File: src/rtl/arbitro_pkg.sv
// Shared types and the round-robin search helper for the arbitro_mux block.
// Optional burst support in the top is selected with the ARBITRO_BURST_EN macro.
package arbitro_pkg;

    localparam int N_REQ = 8;
    localparam int SEL_W = 3;

    typedef logic [7:0] byte_t;

    typedef enum logic {
        VAZIO = 1'b0,
        CHEIO = 1'b1
    } estado_t;

    typedef struct packed {
        logic             found;
        logic [SEL_W-1:0] idx;
    } grant_t;

    // First requester at or after ptr, wrapping 7 -> 0.
    function automatic grant_t prox_rr(input logic [N_REQ-1:0] req,
                                       input logic [SEL_W-1:0] ptr);
        grant_t           g;
        logic [SEL_W-1:0] i;
        g = '{found: 1'b0, idx: '0};
        for (int k = N_REQ - 1; k >= 0; k--) begin
            i = ptr + SEL_W'(k);
            if (req[i]) begin
                g.found = 1'b1;
                g.idx   = i;
            end
        end
        return g;
    endfunction

endpackage

File: src/rtl/arbitro_mux_mux.sv
// Plain 8:1 byte multiplexer; C1..C8 map to selector values 0..7.
module Mux
    import arbitro_pkg::*;
(
    input  byte_t            C1,
    input  byte_t            C2,
    input  byte_t            C3,
    input  byte_t            C4,
    input  byte_t            C5,
    input  byte_t            C6,
    input  byte_t            C7,
    input  byte_t            C8,
    input  logic [SEL_W-1:0] Seletor,
    output byte_t            Saida
);

    always_comb begin
        Saida = C1;
        case (Seletor)
            3'd0: Saida = C1;
            3'd1: Saida = C2;
            3'd2: Saida = C3;
            3'd3: Saida = C4;
            3'd4: Saida = C5;
            3'd5: Saida = C6;
            3'd6: Saida = C7;
            3'd7: Saida = C8;
            default: Saida = C1;
        endcase
    end

endmodule

File: src/rtl/arbitro_mux.sv
// Round-robin arbiter over eight byte producers feeding one registered valid/ready output.
// Define ARBITRO_BURST_EN to let a granted channel keep the output for up to BURST_MAX loads.
module arbitro_mux
    import arbitro_pkg::*;
#(
    parameter int BURST_MAX = 4
) (
    input  logic                   clk,
    input  logic                   rst_n,
    input  logic [N_REQ-1:0]       req,
    input  byte_t [N_REQ-1:0]      dado,
    output logic [N_REQ-1:0]       ack,
    output logic [SEL_W-1:0]       sel,
    output byte_t                  saida,
    output logic                   saida_valid,
    input  logic                   saida_ready
);

    // Handshake: saida is transferred on any cycle where saida_valid && saida_ready;
    // while saida_valid && !saida_ready, saida and sel hold and no new byte is taken.

    estado_t          estado_q, estado_d;
    logic [SEL_W-1:0] ptr_q;
    logic [SEL_W-1:0] sel_q;
    byte_t            saida_q;
    byte_t            mux_out;
    grant_t           rr;
    logic [SEL_W-1:0] g;
    logic             load;
    logic             burst_hit;

    assign rr = prox_rr(req, ptr_q);

`ifdef ARBITRO_BURST_EN
    logic [3:0] cnt_q;

    // Re-grant the previous channel while its burst budget lasts.
    assign burst_hit = (cnt_q != 4'd0) && (cnt_q < 4'(BURST_MAX)) && req[sel_q];

    always_ff @(posedge clk or negedge rst_n) begin
        if (!rst_n) begin
            cnt_q <= 4'd0;
        end else if (load) begin
            cnt_q <= burst_hit ? cnt_q + 4'd1 : 4'd1;
        end
    end
`else
    logic [3:0] unused_burst_max;

    assign unused_burst_max = 4'(BURST_MAX);
    assign burst_hit        = 1'b0;
`endif

    assign g = burst_hit ? sel_q : rr.idx;

    Mux u_mux (
        .C1      (dado[0]),
        .C2      (dado[1]),
        .C3      (dado[2]),
        .C4      (dado[3]),
        .C5      (dado[4]),
        .C6      (dado[5]),
        .C7      (dado[6]),
        .C8      (dado[7]),
        .Seletor (g),
        .Saida   (mux_out)
    );

    always_ff @(posedge clk or negedge rst_n) begin
        if (!rst_n) begin
            estado_q <= VAZIO;
        end else begin
            estado_q <= estado_d;
        end
    end

    always_comb begin
        estado_d = estado_q;
        case (estado_q)
            VAZIO: if (load) estado_d = CHEIO;
            CHEIO: if (saida_ready && !load) estado_d = VAZIO;
            default: estado_d = VAZIO;
        endcase
    end

    always_comb begin
        saida_valid = (estado_q == CHEIO);
        load        = rr.found && (!saida_valid || saida_ready);
        ack         = '0;
        if (load) ack[g] = 1'b1;
    end

    always_ff @(posedge clk or negedge rst_n) begin
        if (!rst_n) begin
            ptr_q   <= '0;
            sel_q   <= '0;
            saida_q <= '0;
        end else if (load) begin
            saida_q <= mux_out;
            sel_q   <= g;
            if (!burst_hit) ptr_q <= g + SEL_W'(1);
        end
    end

    assign sel   = sel_q;
    assign saida = saida_q;

endmodule
File: config.mk
export PLATFORM = sky130hd
export DESIGN_NAME = arbitro_mux
export DESIGN_NICKNAME = d
export VERILOG_FILES = /design/src/rtl/arbitro_pkg.sv /design/src/rtl/arbitro_mux_mux.sv /design/src/rtl/arbitro_mux.sv
export SDC_FILE = /design/constraint.sdc
export NUM_CORES = 1
export LEC_CHECK = 0
export CAP_MARGIN = 20
export CELL_PAD_IN_SITES_DETAIL_PLACEMENT = 2
export CELL_PAD_IN_SITES_GLOBAL_PLACEMENT = 2
export CORE_ASPECT_RATIO = 0.5
export CORE_MARGIN = 10
export CORE_UTILIZATION = 27
export CTS_CLUSTER_DIAMETER = 40
export DETAILED_ROUTE_END_ITERATION = 16
export MAX_ROUTING_LAYER = met4
export PLACE_DENSITY = 0.89
export SLEW_MARGIN = 30
export SYNTH_ARGS = -nofsm -noshare
export SYNTH_HDL_FRONTEND = slang
export SYNTH_SLANG_ARGS = --single-unit
File: constraint.sdc
create_clock -name clk -period 9.8 [get_ports clk]
set_clock_uncertainty 0.2 [all_clocks]
set_input_delay 2.45 -clock clk [delete_from_list [all_inputs] [get_ports clk]]
set_output_delay 2.45 -clock clk [all_outputs]
set_load 0.005 [all_outputs]
==> impl_metrics.env <==
export IMPL_critPathRequiredTime_ns=7.15
export IMPL_cp_max_fo=17
export IMPL_yosys_top_cells_area="dfrtp_1 15%, mux4_2 12%, a21oi_1 4.9%, o21ai_0 4.3%, mux2_2 3.7%"
export IMPL_ant_nets=0
export IMPL_synth_top_area_cell="dfrtp_1"
export IMPL_worstSetupEndpointType="output port"
export IMPL_synth_cells=275
export IMPL_grt_max_degree=30
export IMPL_cts_root_buf="clkbuf_16"
export IMPL_finalSetupViolCount=0
export IMPL_die_w_um=155
export IMPL_final_nets=430
export IMPL_final_max_slew_viol_count=0
export IMPL_synth_top_area_frac=0.153
export IMPL_rsz0062_at_grt="false"
export IMPL_numCtsBuffers=3
export IMPL_wl_per_cell_um=24.0
export IMPL_syn_num_nets=353
export IMPL_dr_pass1_iters=4
export IMPL_relSlewSlack=0.365
export IMPL_synth_avg_cell_area_sq_um=8.89
export IMPL_post_cts_setup_buffers=0
export IMPL_worst_slew_pin_slew_ns=0.950
export IMPL_min_path_type="register to register"
export IMPL_cts_buffer_depth=2
export IMPL_portBuffers=94
export IMPL_antenna_found_initial=0
export IMPL_fin_crit_sh=0.911
export IMPL_dr_first_iter_drc_count=132
export IMPL_initial_core_util=0.279
export IMPL_fin_util=0.398
export IMPL_maxCapViolCount=0
export IMPL_grt_pass1_wl_um=17500
export IMPL_hpwl_um=8820
export IMPL_num_antenna_cells=0
export IMPL_dieHeight_um=87.3
export IMPL_clk_pin_slew_ns=0.05
export IMPL_cp_data_arrival_time_ns=6.28
export IMPL_fin_hold_ws_ns=0.300
export IMPL_cts_tree="done"
export IMPL_startpoint_type="input port"
export IMPL_via_count=2744
export IMPL_fmax_mhz=112
export IMPL_post_route_cells_drive_above_1_share=0.148
export IMPL_coreArea_sq_um=8770
export IMPL_ctsResizeCount=0
export IMPL_grt_pass1_vias=3004
export IMPL_worstSetupPathType="input port to output port"
export IMPL_top_level_ports=95
export IMPL_grt_usage=0.163
export IMPL_vias_per_cell=5.86
export IMPL_outcome="completed"
export IMPL_ys_warn_count=0
export IMPL_synth_cell_types=67
export IMPL_totalWireLength_um=11200
export IMPL_dieArea_sq_um=13500
export IMPL_ctsHoldBuffers=0
export IMPL_synth_edff_count=0
export IMPL_hold_viol=0
export IMPL_num_rows=24
export IMPL_dominantRegCellSynth="dfrtp_1"
export IMPL_post_route_drc_count=0
export IMPL_htree_levels=1
export IMPL_synthesis_area_sq_um=2450
export IMPL_clkSinkCount=15
export IMPL_area_growth_pct=42.8
export IMPL_grt_overflow=0
export IMPL_clock_latency_ns=0.25
export IMPL_ys_seq_elements=15
export IMPL_min_period_ns=8.93
export IMPL_fin_tns_setup_ns=0
export IMPL_async_reset_ff_frac=1.00
export IMPL_place_gp_congestion=0.906
export IMPL_ys_seq_area_frac=0.153
-- kinds of logic after synthesis --
logic type / share of synthesized area
AOI/OAI and AO/OA: 0.359
xor gates and xnor gates: 0.0107
adders and majority gates: 0.0153
buffers and inverters: 0.0701
DFF: 0.153
muxes: 0.212
and+or+nand+nor: 0.180
-- cells in the mapped netlist, drive strengths merged, types with 7 or more instances --
cell type / n
a21oi: 30
o21ai: 24
nand2: 19
nor2: 18
buf: 16
nand3: 16
dfrtp: 15
mux4: 14
inv: 9
mux2: 9
mux2i: 9
clkbuf: 8
o32ai: 8
a32o: 7
nor4b: 7
-- metal layers --
layer / track usage / part of all wire / vias to the layer above
met3: 0.0153 / 0.027 / 15
met1: 0.191 / 0.41 / 1438
met4: 0.0452 / 0.019 / 0
met2: 0.296 / 0.54 / 50
met5: - / 0 / -
li1: - / - / 1241
-- cell usage in the layout, fill, tap and decap left out, types with 7 or more instances in the layout --
| cell | count |
|---|---|
| mux2i_1 | 8 |
| clkdlybuf4s50_1 | 94 |
| dfrtp_1 | 14 |
| inv_1 | 7 |
| o32ai_1 | 8 |
| o21ai_0 | 21 |
| nand2_1 | 19 |
| nand3_1 | 15 |
| mux4_2 | 13 |
| mux2_2 | 8 |
| nor2_1 | 17 |
| a21oi_1 | 24 |
| a32o_1 | 7 |
-- worst max-delay path, cell delays in order --
cell and delay (ns):
clkdlybuf4s50_1 0.57, mux4_2 0.62, mux2_4 0.35, a211oi_1 0.28, o21ai_1 0.14, a21oi_2 0.66
o21ai_0 0.41, nor2_1 0.23, clkdlybuf4s50_1 0.56
-- stage by stage --
stage | worst slack (ns) | area [sq um] | std cells
2_1_floorplan | 2.47 | 2450 | 275
3_5_place_dp | 0.901 | 3410 | 464
4_1_cts | 0.858 | 3490 | 468
5_1_grt | 0.556 | 3490 | 468
6_report | 0.868 | 3490 | 468
3_3_place_gp | 1.15 | 3410 | 464
-- worst paths after layout --
| check | from | endpoint | slack [ns] | cells past startpoint |
|---|---|---|---|---|
| min | sel[0]$_DFFE_PN0P_ | sel[0]$_DFFE_PN0P_ | 0.30 | 1 |
| max in group asynchronous | rst_n | ptr_q[0]$_DFFE_PN0P_ | 6.42 | 1 |
| max | req[7] | ack[1] | 0.87 | 9 |
| max reg2reg | ptr_q[0]$_DFFE_PN0P_ | saida[5]$_DFFE_PN0P_ | 4.52 | 13 |
| min in group asynchronous | rst_n | sel[2]$_DFFE_PN0P_ | 2.45 | 1 |
| min reg2reg | sel[0]$_DFFE_PN0P_ | sel[0]$_DFFE_PN0P_ | 0.30 | 1 |
-- registers in the layout (all words and copies together), names as in the netlist --
| signal | cells |
|---|---|
| saida_valid | 1 |
| sel | 3 |
| ptr_q | 3 |
| saida | 8 |
-- area by class of cell --
cell class	instances	area [sq um]
clock buffers	4	78.8
fillers	977	5280
inverters	9	36.3
multi-input cells	227	1900
flip-flops and latches	15	377
well taps	117	146
repair buffers	96	956
Power is not shown: default switching activity piles up to over one toggle a cycle in this logic, so the estimate is an artifact.
